File: config.mk
export PLATFORM = sky130hd
export DESIGN_NAME = ins_mem_loader
export DESIGN_NICKNAME = d
export VERILOG_FILES = /design/src/rtl/ins_mem_loader.sv
export SDC_FILE = /design/constraint.sdc
export NUM_CORES = 1
export LEC_CHECK = 0
export ABC_AREA = 1
export CAP_MARGIN = 20
export CORE_ASPECT_RATIO = 1.4
export CORE_MARGIN = 4
export CORE_UTILIZATION = 45
export DETAILED_ROUTE_END_ITERATION = 10
export GPL_ROUTABILITY_DRIVEN = 0
export PLACE_DENSITY = 0.71
export SKIP_LAST_GASP = 1
export SYNTH_ARGS = -nofsm -noshare
export SYNTH_HDL_FRONTEND = slang
export SYNTH_SLANG_ARGS = --single-unit
File: constraint.sdc
create_clock -name CLK -period 3.7 [get_ports CLK]
set_input_delay 0.37 -clock CLK [delete_from_list [all_inputs] [get_ports CLK]]
set_output_delay 0.37 -clock CLK [all_outputs]
set_load 0.05 [all_outputs]
File: src/rtl/ins_mem_loader.sv
`default_nettype none
// ============================================================================
// Module   : ins_mem_loader
// Purpose  : Packs a big-endian byte stream into 32-bit words and writes them
//            into the instruction RAM while holding the CPU off it.
// Revision : 1.0 - initial release
// ============================================================================
module ins_mem_loader #(
  parameter int DEPTH  = 16,
  parameter int ADDR_W = 4
) (
  input  logic              CLK,
  input  logic              Reset,
  input  logic              start,
  input  logic [ADDR_W:0]   word_count,
  input  logic [7:0]        byte_in,
  input  logic              byte_valid,
  output logic              byte_ready,
  input  logic              abort,
  output logic              mem_we,
  output logic [ADDR_W-1:0] mem_addr,
  output logic [31:0]       mem_wdata,
  output logic              InsMemRW,
  output logic              busy,
  output logic              done
);

  localparam logic [1:0] c_idle  = 2'd0;
  localparam logic [1:0] c_load  = 2'd1;
  localparam logic [1:0] c_write = 2'd2;
  localparam logic [1:0] c_done  = 2'd3;

  localparam logic [ADDR_W:0] c_depth = (ADDR_W+1)'(DEPTH);
  localparam logic [ADDR_W:0] c_one   = (ADDR_W+1)'(1);

  logic [1:0]        r_state;
  logic [ADDR_W:0]   r_target;
  logic [ADDR_W:0]   r_word_idx;
  logic [1:0]        r_byte_cnt;
  logic [23:0]       r_word;
  logic [ADDR_W-1:0] r_mem_addr;
  logic [31:0]       r_mem_wdata;

  logic [ADDR_W:0]   w_next_idx;
  logic              w_accept;

  assign w_next_idx = r_word_idx + c_one;
  assign w_accept   = byte_valid && (r_state == c_load);

  always_ff @(posedge CLK) begin
    if (!Reset) begin
      r_state     <= c_idle;
      r_target    <= '0;
      r_word_idx  <= '0;
      r_byte_cnt  <= '0;
      r_word      <= '0;
      r_mem_addr  <= '0;
      r_mem_wdata <= '0;
    end else begin
      case (r_state)
        c_idle: begin
          // abort outranks start so a simultaneous pair leaves us idle
          if (start && !abort) begin
            r_target   <= (word_count > c_depth) ? c_depth : word_count;
            r_word_idx <= '0;
            r_byte_cnt <= '0;
            r_word     <= '0;
            r_state    <= (word_count == '0) ? c_done : c_load;
          end
        end
        c_load: begin
          if (abort) begin
            r_state <= c_idle;
          end else if (w_accept) begin
            r_word <= {r_word[15:0], byte_in};
            if (r_byte_cnt == 2'd3) begin
              r_mem_wdata <= {r_word, byte_in};
              r_mem_addr  <= r_word_idx[ADDR_W-1:0];
              r_byte_cnt  <= '0;
              r_state     <= c_write;
            end else begin
              r_byte_cnt <= r_byte_cnt + 2'd1;
            end
          end
        end
        c_write: begin
          // the strobe in this cycle always lands, even when aborting
          r_word_idx <= w_next_idx;
          if (abort) begin
            r_state <= c_idle;
          end else if (w_next_idx == r_target) begin
            r_state <= c_done;
          end else begin
            r_state <= c_load;
          end
        end
        c_done: begin
          r_state <= c_idle;
        end
        default: begin
          r_state <= c_idle;
        end
      endcase
    end
  end

  assign byte_ready = (r_state == c_load);
  assign mem_we     = (r_state == c_write);
  assign mem_addr   = r_mem_addr;
  assign mem_wdata  = r_mem_wdata;
  assign busy       = (r_state == c_load) || (r_state == c_write);
  assign InsMemRW   = (r_state == c_idle) || (r_state == c_done);
  assign done       = (r_state == c_done);

endmodule
`default_nettype wire

==> reports/qor.txt, run 1 <==
Outcome = finished clean
Peak supply drop = 362 uV
CTS Root Cell = clkbuf_8
Final antenna-violating net count = 0
Max_slew headroom = 52.7%
Critical path's largest stage delay = 0.94 ns
Chip height = 106 um
Post-CTS Hold Buffers = 0
Die Area = 0.00822 mm2
Area growth syn-to-layout = 27.0%
Mapped Cells = 383
Routed vias = 2682
Worst endpoint data arrival time = 2.35 ns
CP max stage cell = clkdlybuf4s50_1
TritonCTS clock tree = yes
Filler cells = 584
Synth top area share = 48.3%
Hold Crit Class = reg2reg
Global-route usage over all layers = 17.9%
Worst EP required = 3.33 ns
Synth Register Bits = 74
Routed length per placed instance = 13.2 um
Worst setup EP type = primary output
Max Transition Viols Final = 0
Vias in the first global route = 2707
WL final = 7000 um
Yosys warns = 0
Dpl hpwl = 4770 um
Syn_area_per_cell = 8.00 um2
Number of buffer cells added on primary ports = 58
Initial antenna violation count = 0
First-pass GRT wire length = 12000 um
Final WS setup = 0.984 ns
Setup bufs post-CTS = 0
Worst-path fanout max = 17
Setup_tns = 0 ns
Critical Path Start Type = flip-flop
Crit path cell chain = inv_1 > ha_1 > clkdlybuf4s50_1
Htree depth = 3
1st-pass router iterations = 4
Final Critical Period = 2.72 ns
Clock Tree Buf Depth = 2
Vias/cell = 5.05
Synthesized area = 0.00307 mm2
Area leader, netlist = dfxtp_1
Fmax = 0.368 GHz
Clock sink count = 74
Final Skew = 0.00657 ns
Worst slew pin tran = 0.709 ns
Overflow after GRT = 0
TritonCTS buffer count = 9
PD cells = 556 mW/mm2
ANT cells = 0
Number of DRC markers in iteration 0 = 152
Largest net degree at the start of global routing = 41
Clk Latency, worst-skew pair = 0.34 ns
Detailed-route DRC error count = 0
DP Worst Slack = 1.36 ns
Final period util = 73.4%
Synth cell types = 28
Worst-path clk slew = 0.08 ns
Die W = 77.8 um
Core Region = 0.00661 mm2
Critical path class = reg2out
Row cnt = 35
Max Cap Violations = 0
Sequential-to-total area share from yosys stat = 48.3%
I/O Pins = 59
Post-cts sizing count = 0
Top post-synthesis cells by area = dfxtp_1 (48%), nor2_1 (9.9%), nand2_1 (6.0%)
Nets = 459
Syn nets = 408
Lkg Pwr = 0.00152 uW
Layout cells sized above 1 = 12.5%
Cell count of the worst hold path = 2
Setup Viol. Count Final = 0
Worst r2r path cells = 8
Starting Density = 46.4%
Final-report hold violation count = 0
Unrepaired setup endpoints after global routing = false
-- cell type report --
class,instances,area [um2],area share [%]
Sequential cell,74,1480,38.1
Multi-Input combinational cell,266,1380,35.5
Timing Repair Buffer,62,611,15.7
Clock buffer,11,141,3.63
Tap cell,92,115,2.96
Inverter,21,83.8,2.15
Clock inverter,5,77.6,1.99
-- flip-flops by register name (all words and copies together), names as in the netlist --
name and cells:
mem_addr 4, r_target 5, r_word 24, r_word_idx 5, mem_wdata 32, r_byte_cnt 2, r_state 2
-- cells in the final DEF (no fill, tap or decap), drive strengths merged, types with 4 or more instances in the layout --
| cell type | count |
|---|---|
| ha | 7 |
| nand2 | 50 |
| clkdlybuf4s50 | 58 |
| a22oi | 4 |
| clkinv | 4 |
| inv | 19 |
| a21oi | 36 |
| dfxtp | 74 |
| nand4 | 4 |
| nor2 | 82 |
| clkbuf | 11 |
| nand3 | 36 |
| buf | 4 |
| o21ai | 42 |
-- power breakdown --
part | internal, uW | total, uW | switching [uW]
sequential | 831 | 867 | 36.0
combinational | 169 | 612 | 443
clock | 396 | 686 | 290
total | 1400 | 2170 | 769
-- cell families after synthesis --
family,Yosys count,synth area share [%]
AOI/OAI and AO/OA,84,16.7
adders and majority gates,7,2.86
buffers and inverters,43,6.57
DFF,74,48.3
and+or+nand+nor,175,25.5
-- worst paths after layout --
| check | start | endpoint | slack, ns |
|---|---|---|---|
| worst max-delay path | r_state[1] | byte_ready | 0.98 |
| worst min-delay path | r_word[23] | r_word[23] | 0.47 |
| worst max register to register | r_state[1] | mem_addr[3] | 1.32 |
| worst min register to register | r_word[23] | r_word[23] | 0.47 |
-- through the flow --
| step | utilization, % | instance area [um2] | hold WS (ns) | instances | power, uW |
|---|---|---|---|---|---|
| floorplan | - | 3070 | 0.445 | 383 | 1380 |
| global placement | 55.6 | 3670 | 0.456 | 515 | 1480 |
| detailed placement | 55.6 | 3670 | 0.459 | 515 | 1500 |
| CTS | 58.9 | 3890 | 0.471 | 531 | 2170 |
| global route | 58.9 | 3890 | 0.500 | 531 | 2260 |
| finish | 58.9 | 3890 | 0.470 | 531 | 2170 |
-- synth_stat cells --
master	n
nor2_1	81
dfxtp_1	74
nand2_1	49
o21ai_0	30
nand3_1	26
a21oi_2	20
inv_1	17
a21oi_1	16
o21ai_1	11
nand3_2	10
clkbuf_1	9
buf_2	7
ha_1	7
a22oi_1	4
nand4_1	4
buf_6	3
buf_1	2
inv_2	2
nand3b_1	2
a211oi_1	1
a31oi_1	1
buf_4	1
clkinv_1	1
clkinv_4	1
nand2_4	1
nor2_2	1
nor4_1	1
o21ai_2	1
-- layer usage --
layer / up-vias / GRT usage, % / part of all wire (%) / wire length (um)
met4: 0 / 7.76 / 1.1 / 78
met3: 7 / 2.91 / 3.6 / 251
met5: - / 0 / 0 / 0
li1: 1367 / - / - / -
met1: 1257 / 21.1 / 44 / 3100
met2: 51 / 31.6 / 51 / 3560
-- worst max-delay path, delay by kind of cell (launching register included) --
| kind | cells | cell delay [ns] |
|---|---|---|
| buffers and inverters | 2 | 1.04 |
| adders and majority gates | 1 | 0.62 |
| DFF | 1 | 0.34 |
No activity file was read; power rests on OpenSTA's default activity.
==> run 2: changes to the inputs <==
--- a/config.mk
+++ b/config.mk
@@ -12,7 +12,7 @@
 export CORE_UTILIZATION = 45
 export DETAILED_ROUTE_END_ITERATION = 10
 export GPL_ROUTABILITY_DRIVEN = 0
-export PLACE_DENSITY = 0.71
+export PLACE_DENSITY = 0.74
 export SKIP_LAST_GASP = 1
 export SYNTH_ARGS = -nofsm -noshare
 export SYNTH_HDL_FRONTEND = slang
==> constraint.sdc (replaced) <==
create_clock -name CLK -period 2.4 [get_ports CLK]
set_input_delay 0.24 -clock CLK [delete_from_list [all_inputs] [get_ports CLK]]
set_output_delay 0.24 -clock CLK [all_outputs]
set_load 0.05 [all_outputs]
==> run 2 against run 1 <==
  * Global-route usage grew 0.21 points
  * Cell area up 0.77%
  * Sequential power is 55% higher
  * Sequential share of layout area is 0.29 points lower
  * Register-to-register slack lost 0.76 ns
==> reports/qor.txt, run 2 (synthesis gave the netlist of run 1 again) <==
Outcome = finished clean
Row cnt = 35
Number of buffer cells added on primary ports = 58
Clk Latency, worst-skew pair = 0.34 ns
Final-report hold violation count = 0
Worst slew pin tran = 0.559 ns
Max FFs per register = 32
Final antenna-violating net count = 0
Worst endpoint data arrival time = 1.98 ns
Worst-path fanout max = 4
Final period util = 92.4%
Max Cap Violations = 0
Vias/cell = 5.04
Chip height = 106 um
CTS Root Cell = clkbuf_8
Final Critical Period = 2.22 ns
Clock sink count = 74
Max_slew headroom = 62.7%
Peak supply drop = 526 uV
Starting Density = 46.4%
DP Worst Slack = 0.486 ns
Dpl hpwl = 4880 um
Min Hold Slack = 0.477 ns
TritonCTS clock tree = yes
Htree depth = 3
WL final = 6940 um
Commonest non-fill, non-tap cell in the layout = nor2_1
Worst r2r path cells = 9
I/O Pins = 59
Nets = 462
Critical path class = reg2out
First-pass GRT wire length = 12100 um
Hold Crit Class = reg2reg
Layout cells sized above 1 = 13.4%
Number of DRC markers in iteration 0 = 105
Routed vias = 2684
Die Area = 0.00822 mm2
TritonCTS buffer count = 9
Cell count of the worst hold path = 2
Initial antenna violation count = 0
Lkg Pwr = 0.00155 uW
Worst R2R Start = r_state[0]
Filler cells = 617
Clock Tree Buf Depth = 2
Final Skew = 0.00540 ns
Cell Count, Final, Fillers Out = 533
Inst Count DP = 518
Area growth syn-to-layout = 28.0%
Overflow after GRT = 0
Vias in the first global route = 2667
Final WS setup = 0.183 ns
Worst EP required = 2.16 ns
Setup bufs post-CTS = 0
Critical Path Start Type = flip-flop
Post-CTS Hold Buffers = 0
Most frequent cells in the layout = nor2_1 (81), dfxtp_1 (74), clkdlybuf4s50_1 (57)
Global-route usage over all layers = 18.1%
Die W = 77.8 um
1st-pass router iterations = 4
PD cells = 850 mW/mm2
Setup Viol. Count Final = 0
R2R Setup Slk = 0.56 ns
Detailed-route DRC error count = 0
Max Transition Viols Final = 0
Post-cts sizing count = 0
Worst setup EP type = primary output
Setup_tns = 0 ns
Routed length per placed instance = 13.0 um
Fmax = 0.451 GHz
Hold Startpoint = r_word[23]
Unrepaired setup endpoints after global routing = false
Core Region = 0.00661 mm2
ANT cells = 0
Largest net degree at the start of global routing = 35
Worst-path clk slew = 0.07 ns
CP Launch Point = r_state[0]
Fin util = 59.3%
==> run 2: changes by cell type in the layout (fill, tap and decap cells not counted) <==
cell             change
buf_12               +1
buf_4                +3
clkbuf_1             -1
clkdlybuf4s50_1      -1
clkinv_4             +1
clkinvlp_4           -1
==> run 2: through the flow <==
step,total power [uW],instance area (um2)
3_3_place_gp,2310,3710
5_1_grt,3510,3920
3_5_place_dp,2320,3710
6_report,3340,3920
2_1_floorplan,2130,3070
4_1_cts,3360,3920
==> run 2: layout make-up <==
type                       count  area (um2)  share of cell area (%)
sequential                    74        1480                    37.8
tap                           92         115                    2.93
multi-input combinational    266        1380                    35.2
inverter                      21        83.8                    2.14
timing repair buffer          65         643                    16.4
clock inverter                 5        78.8                    2.01
clock buffer                  10         138                    3.51
==> run 2: report_power, final <==
group / leakage (uW) / internal [uW] / switching, uW
Combinational: 0.000838 / 275 / 677
Sequential: 0.000597 / 1280 / 57.1
Clock: 0.000112 / 606 / 438
==> run 2: worst paths after layout <==
kind / endpoint
setup / recovery: InsMemRW
hold / removal: r_word[23]
setup reg to reg: r_word[12]
hold reg to reg: r_word[23]
==> run 2: critical path: stages (launching register included) <==
cell and delay (ns):
dfxtp_1 0.37, inv_1 0.10, ha_1 0.32, inv_1 0.06, clkdlybuf4s50_1 0.79
==> run 2: layer usage <==
layer	vias up	global-route usage, %	part of all wire, %
met5	-	0	0
met4	0	7.51	2.0
met3	17	3.68	4.2
met2	65	30.3	49
met1	1230	22.5	44
li1	1372	-	-
==> run 3: changes to the inputs <==
--- a/config.mk
+++ b/config.mk
@@ -8,7 +8,7 @@
 export ABC_AREA = 1
 export CAP_MARGIN = 20
 export CORE_ASPECT_RATIO = 1.4
-export CORE_MARGIN = 4
+export CORE_MARGIN = 3
 export CORE_UTILIZATION = 45
 export DETAILED_ROUTE_END_ITERATION = 10
 export GPL_ROUTABILITY_DRIVEN = 0
==> run 3 against run 2 <==
  * Cell count shrank 0.38%
  * Critical endpoint unchanged
  * Critical path depth is the same
  * Highest routed layer unchanged
  * Largest cell class unchanged
  * Non-clock buffer count shrank 1
  * Maximum frequency is essentially flat
  * Count of clock-buffer cells in the layout is the same
  * Global-route usage grew 0.87 points
==> reports/qor.txt, run 3 (synthesis gave the netlist of run 1 again) <==
Dpl hpwl = 4830 um
Worst setup EP type = primary output
Commonest non-fill, non-tap cell in the layout = nor2_1
Max FFs per register = 32
Initial antenna violation count = 0
Min Hold Slack = 0.476 ns
Max Cap Violations = 0
Worst-path clk slew = 0.07 ns
Hold Crit Class = reg2reg
Clock sink count = 74
Number of buffer cells added on primary ports = 58
Final Critical Period = 2.22 ns
Worst-path fanout max = 4
Final-report hold violation count = 0
Die Area = 0.00785 mm2
Unrepaired setup endpoints after global routing = false
Routed vias = 2683
Htree depth = 3
Outcome = finished clean
Worst slew pin tran = 0.544 ns
Nets = 461
Vias/cell = 5.05
Row cnt = 35
Area growth syn-to-layout = 26.3%
Worst endpoint data arrival time = 1.98 ns
Overflow after GRT = 0
CTS Root Cell = clkbuf_8
Setup bufs post-CTS = 0
Max_slew headroom = 63.7%
Largest net degree at the start of global routing = 36
Post-cts sizing count = 0
Lkg Pwr = 0.00152 uW
WL final = 6930 um
I/O Pins = 59
Max Transition Viols Final = 0
Fmax = 0.451 GHz
Critical Path Start Type = flip-flop
PD cells = 824 mW/mm2
Final period util = 92.4%
Filler cells = 632
Worst EP required = 2.16 ns
Clock Tree Buf Depth = 2
Clk Latency, worst-skew pair = 0.34 ns
Setup Viol. Count Final = 0
Number of DRC markers in iteration 0 = 92
Detailed-route DRC error count = 0
Routed length per placed instance = 13.0 um
TritonCTS clock tree = yes
Critical path class = reg2out
Global-route usage over all layers = 19.0%
TritonCTS buffer count = 9
Die W = 75.8 um
ANT cells = 0
Core Region = 0.00661 mm2
Starting Density = 46.4%
Setup_tns = 0 ns
Final Skew = 0.00614 ns
First-pass GRT wire length = 11900 um
1st-pass router iterations = 5
Peak supply drop = 368 uV
Most frequent cells in the layout = nor2_1 (81), dfxtp_1 (74), clkdlybuf4s50_1 (57)
Final antenna-violating net count = 0
Layout cells sized above 1 = 12.8%
Post-CTS Hold Buffers = 0
Chip height = 104 um
Vias in the first global route = 2576
==> run 3: worst max-delay path: stages (launching register included) <==
cell and delay, ns:
dfxtp_1 0.37, inv_1 0.10, ha_1 0.32, inv_1 0.06
clkdlybuf4s50_1 0.79
==> run 3: report_power, final <==
part | internal (uW) | leakage [uW] | switching [uW]
clock network | 464 | 0.0000918 | 428
registers | 1280 | 0.000597 | 57.1
logic | 274 | 0.000833 | 685
total | 2020 | 0.00152 | 1170
==> run 3: per-stage QoR <==
stage          total power [uW]  worst slack, ns  std cells  util (%)  cell area, um2
2_1_floorplan              2130            0.564        383         -            3070
3_3_place_gp               2300            0.499        517      55.9            3700
3_5_place_dp               2330            0.456        517      55.9            3700
4_1_cts                    3220            0.157        531      58.5            3870
5_1_grt                    3350           0.0638        531      58.5            3870
6_report                   3190            0.183        531      58.5            3870
==> run 3: path summary, 6_finish.rpt <==
path	startpoint	to	slack, ns	cells past startpoint
max	r_state[0]	InsMemRW	0.18	4
min	r_word[23]	r_word[23]	0.48	2
max reg2reg	r_state[0]	r_word[0]	0.50	9
min reg2reg	r_word[23]	r_word[23]	0.48	2
==> run 3: final cells by class <==
type / count / area [um2] / share of cell area [%]
flip-flops and latches: 74 / 1480 / 38.3
multi-input cells: 266 / 1380 / 35.7
repair buffers: 64 / 636 / 16.4
clock buffers: 10 / 128 / 3.30
well taps: 92 / 115 / 2.97
inverters: 21 / 83.8 / 2.17
clock inverters: 4 / 45.0 / 1.16
==> run 3: per-layer routing <==
layer	share of wire, %	GRT usage [%]	up-vias
met5	0	0	-
met4	1.8	5.63	0
met3	3.6	4.56	12
met2	50	30.3	59
met1	45	25.0	1237
li1	-	-	1375
==> RTL change 1, RTL diff (config.mk and constraints of run 1) <==
The parameter `ADDR_W` goes from 4 to 5.
--- a/src/rtl/ins_mem_loader.sv
+++ b/src/rtl/ins_mem_loader.sv
@@ -7,7 +7,7 @@
 // ============================================================================
 module ins_mem_loader #(
   parameter int DEPTH  = 16,
-  parameter int ADDR_W = 4
+  parameter int ADDR_W = 5
 ) (
   input  logic              CLK,
   input  logic              Reset,
Interface: changed (resized mem_addr and word_count); port bits go from 59 to 61. The function was not compared with the original's and may differ.
==> RTL change 1 against run 1 <==
- total power rose by 11%
- synthesized area rose by 2.3%
- global-route usage fell by 0.25 points
- clock power rose by 22%
- routed wire length rose by 1.6%
- sequential power rose by 4.7%
- synthesized cell count rose by 7.3%
- worst setup slack improved by 0.32 ns
- first-iteration DRC count fell by 4.6%
- cell area rose by 3.3%
- non-clock buffer count rose by 1
- sequential share of layout area rose by 0.27 points
- sequential cell count rose by 3
==> RTL change 1: results (changes against run 1) <==
[synthesis]
synth_compound_area_frac=0.1560  ; -0.01138
synthTopCellsByCount=78 x nor2_1, 77 x dfxtp_1, 59 x nand2_1
muxShareOfSynthArea=0  ; unchanged
synth_area_leaders=dfxtp_1 49%, nor2_1 9.3%, o21ai_0 7.5%
synthArstFlopShare=0  ; unchanged
netlist_instances=411  ; +7.3%
synth-xor-area-share=0.005584  ; +0.005584
synth.net_count=437  ; +7.1%
synthAdderAreaFrac=0.02792  ; -0.0006496
ys_types=30  ; +7.1%
seq_area_frac_synth=0.4914  ; +0.008159

[sta]
relSlewSlack=0.3700  ; -0.1572
timing.final.crit_period_ns=2.399  ; -0.3170 ns
skew_ns=0.01111  ; +0.004536 ns

[worst_setup_path]
cp_top_family=simple AND/OR/NAND/NOR gates
path_max_fanout=35  ; +18
r2r_slack_ns=1.30  ; -0.02 ns
slowest_delay_ns=0.52  ; -0.42 ns
arrival_ns=2.64  ; +0.29 ns
slowest_stage=nor2_2
reg2reg_to=mem_wdata[31]$_SDFFE_PN0P_
critPathCaptureType=register

[clocking]
htree_levels=3  ; unchanged
clock_path_buffers=2  ; unchanged

[placed_design]
port_buffers=60  ; +3.4%
place_hpwl_mm=4.819  ; +0.97%
dp.cells=544  ; +5.6%
placed_cell_area_mm2=0.003751  ; +2.1%

[detailed_routing]
wl_mm=7.105  ; +1.6%
wl_met1_mm=3.048  ; -1.7%
num_vias=2840  ; +5.9%
route.met2.wl_mm=3.627  ; +1.8%
wl_per_cell_um=12.69  ; -3.7%
met3_length_um=290  ; +16%
drtIter0Drc=145  ; -4.6%

[global_route]
met3_usage=0.03782  ; +0.008755
grt_max_degree=48  ; +17%
met1_usage=0.2089  ; -0.001811
grt_pass1_wl_mm=11.92  ; -0.80%
gr-usage-met2=0.3050  ; -0.01119
track_usage=0.1767  ; -0.002530
grt_pass1_vias=2649  ; -2.1%

[worst_hold_path]
hold_path_class=reg2reg
hold_start=r_word[21]$_SDFFE_PN0P_

[layout]
drive_above_1_share=0.07906  ; -0.04622
nNetsFinal=489  ; +6.5%

[status]
status=complete, no violations

[power_and_ir_drop]
leakagePower_nw=1.634  ; +7.2%
vdd_drop_max_mv=0.7511  ; +110%

## RTL change 1: report_power, final
group | internal (mW) | switching, mW | total, mW
clock network | 0.521 | 0.317 | 0.837
registers | 0.870 | 0.0382 | 0.908
logic | 0.192 | 0.475 | 0.667
total | 1.58 | 0.830 | 2.41
## RTL change 1: worst min path at each step
stage	to	slack (ns)	cells past startpoint
after floorplan	r_target[5]$_SDFFE_PN0P_	0.44	2
after global placement	r_word[21]$_SDFFE_PN0P_	0.46	2
after detailed placement	r_word[22]$_SDFFE_PN0P_	0.46	2
after CTS	r_word[22]$_SDFFE_PN0P_	0.47	2
after global routing	r_target[5]$_SDFFE_PN0P_	0.49	2
final	r_word[21]$_SDFFE_PN0P_	0.47	2
## RTL change 1: area by class of cell
type                       instances  area [um^2]
fill                             636         2679
sequential                        77         1541
multi-input combinational        284         1365
timing repair buffer              63        623.1
clock inverter                     7        146.4
clock buffer                       9        123.9
tap                               92        115.1
inverter                          28        106.4
==> RTL change 2, RTL diff (config.mk and constraints of run 1) <==
Without the edit above. Reset style: asynchronous (`Reset`), changed in one clocked block.
--- a/src/rtl/ins_mem_loader.sv
+++ b/src/rtl/ins_mem_loader.sv
@@ -47,7 +47,7 @@
   assign w_next_idx = r_word_idx + c_one;
   assign w_accept   = byte_valid && (r_state == c_load);
 
-  always_ff @(posedge CLK) begin
+  always_ff @(posedge CLK or negedge Reset) begin
     if (!Reset) begin
       r_state     <= c_idle;
       r_target    <= '0;
Formal check against the unedited RTL: differs if Reset is asserted again (counterexample within 4 cycles, from zero or initial values and one cycle with Reset low); with Reset held inactive, the same outputs for 10 cycles.
==> RTL change 2 against run 1 <==
- synthesized cell count decreased by 14%
- synthesized area increased by 3.6%
- cell area increased by 2.6%
- first-iteration DRC count decreased by 14%
- routed wire length decreased by 14%
- clock skew increased by 0.0028 ns
- sequential cell count unchanged
- non-clock buffer count decreased by 3
- worst setup slack improved by 0.16 ns
- critical path depth increased by 1
- die area increased by 3.2%
Power is not compared: it rests on default switching activity, and its combinational part moved more than twofold at a synthesized area within 25%.
==> RTL change 2: results (changes against run 1) <==
[placed_design]
place_hpwl_mm=4.136  ; -13%
dp.cells=470  ; -8.7%
place_ws_ns=1.188  ; -0.1709 ns

[layout]
seq-cell-share=0.4635  ; +0.08293
inv_count=53  ; +150%
nNetsFinal=411  ; -10%
fin_cells=486  ; -8.5%
drive_above_1_share=0.08184  ; -0.04344
nFillCells=614  ; +5.1%
nMultiInputCombCells=189  ; -29%
clk_share=0.05105  ; -0.005203
buffers_excl_clock=59  ; -4.8%
nClkBuffers=11  ; unchanged
numSequentialCells=74  ; unchanged

[synthesis]
synth.net_count=355  ; -13%
synthTopCellsByCount=74 x dfrtp_1, 53 x o21ai_0, 52 x inv_1, 52 x nand2_1, 34 x nand3_1
seq_area_frac_synth=0.5834  ; +0.1001
netlist_instances=330  ; -14%
synthArstFlopShare=1.000  ; +1.000
synth-main-ff-cell=dfrtp_1
ys_types=26  ; -7.1%
synth_area_leaders=dfrtp_1 58%, o21ai_0 8.4%, inv_1 6.1%

[worst_setup_path]
path_max_fanout=27  ; +10
slowest_delay_ns=0.89  ; -0.05 ns
r2r_slack_ns=1.17  ; -0.15 ns
reg2reg_depth=9  ; +1
arrival_ns=2.19  ; -0.16 ns
worstReg2RegStart=r_state[1]$_DFFE_PN0P_

[global_route]
grt_pass1_vias=2248  ; -17%
grt_max_degree=75  ; +83%
antenna_found_initial=0  ; unchanged
grt_pass1_wl_mm=10.23  ; -15%
track_usage=0.1523  ; -0.02692

[sta]
timing.final.crit_period_ns=2.558  ; -0.1574 ns
relSlewSlack=0.3246  ; -0.2026
skew_ns=0.009365  ; +0.002794 ns

[detailed_routing]
num_vias=2334  ; -13%
drt_pass1_iterations=5  ; +1
wl_mm=5.990  ; -14%
drtIter0Drc=130  ; -14%

[status]
status=complete, no violations

[worst_hold_path]
hold_path_class=in2async

-- RTL change 2: power by group through the flow --
stage,logic (mW),registers (mW),clock network (mW)
after floorplan,0.804,1.70,0
after global placement,1.66,1.27,0
after detailed placement,1.69,1.28,0
after CTS,1.69,1.26,0.646
after global routing,1.83,1.30,0.681
final,1.68,1.26,0.631
-- RTL change 2: metrics by stage --
stage          hold WS, ns  area [um^2]
2_1_floorplan      0.07441         3174
3_3_place_gp        0.4675         3791
3_5_place_dp        0.4749         3791
4_1_cts             0.1962         3995
5_1_grt             0.2268         3995
6_report            0.1280         3995
-- RTL change 2: logic make-up after synthesis --
kind of cell | after synthesis | synth area share
AO/OA/AOI/OAI | 71 | 0.1230
buffers and inverters | 67 | 0.09026
flip-flops | 74 | 0.5834
adder cells (fa/ha/maj) | 7 | 0.02759
AND/OR/NAND/NOR | 103 | 0.1474
multiplexers | 8 | 0.02838
-- RTL change 2: worst paths after layout --
| check | endpoint |
|---|---|
| max | byte_ready |
| min | r_state[0]$_DFFE_PN0P_ |
| max reg2reg | r_byte_cnt[0]$_DFFE_PN0P_ |
| min reg2reg | mem_wdata[24]$_DFFE_PN0P_ |
| max in group asynchronous | mem_wdata[28]$_DFFE_PN0P_ |
| min in group CLK | mem_wdata[24]$_DFFE_PN0P_ |
-- RTL change 2: metal layers --
| metal | share of wire | global-route usage |
|---|---|---|
| met1 | 0.45 | 0.1930 |
| met2 | 0.49 | 0.2518 |
| met3 | 0.038 | 0.04020 |
| met4 | 0.016 | 0.05160 |
| met5 | 0 | 0 |
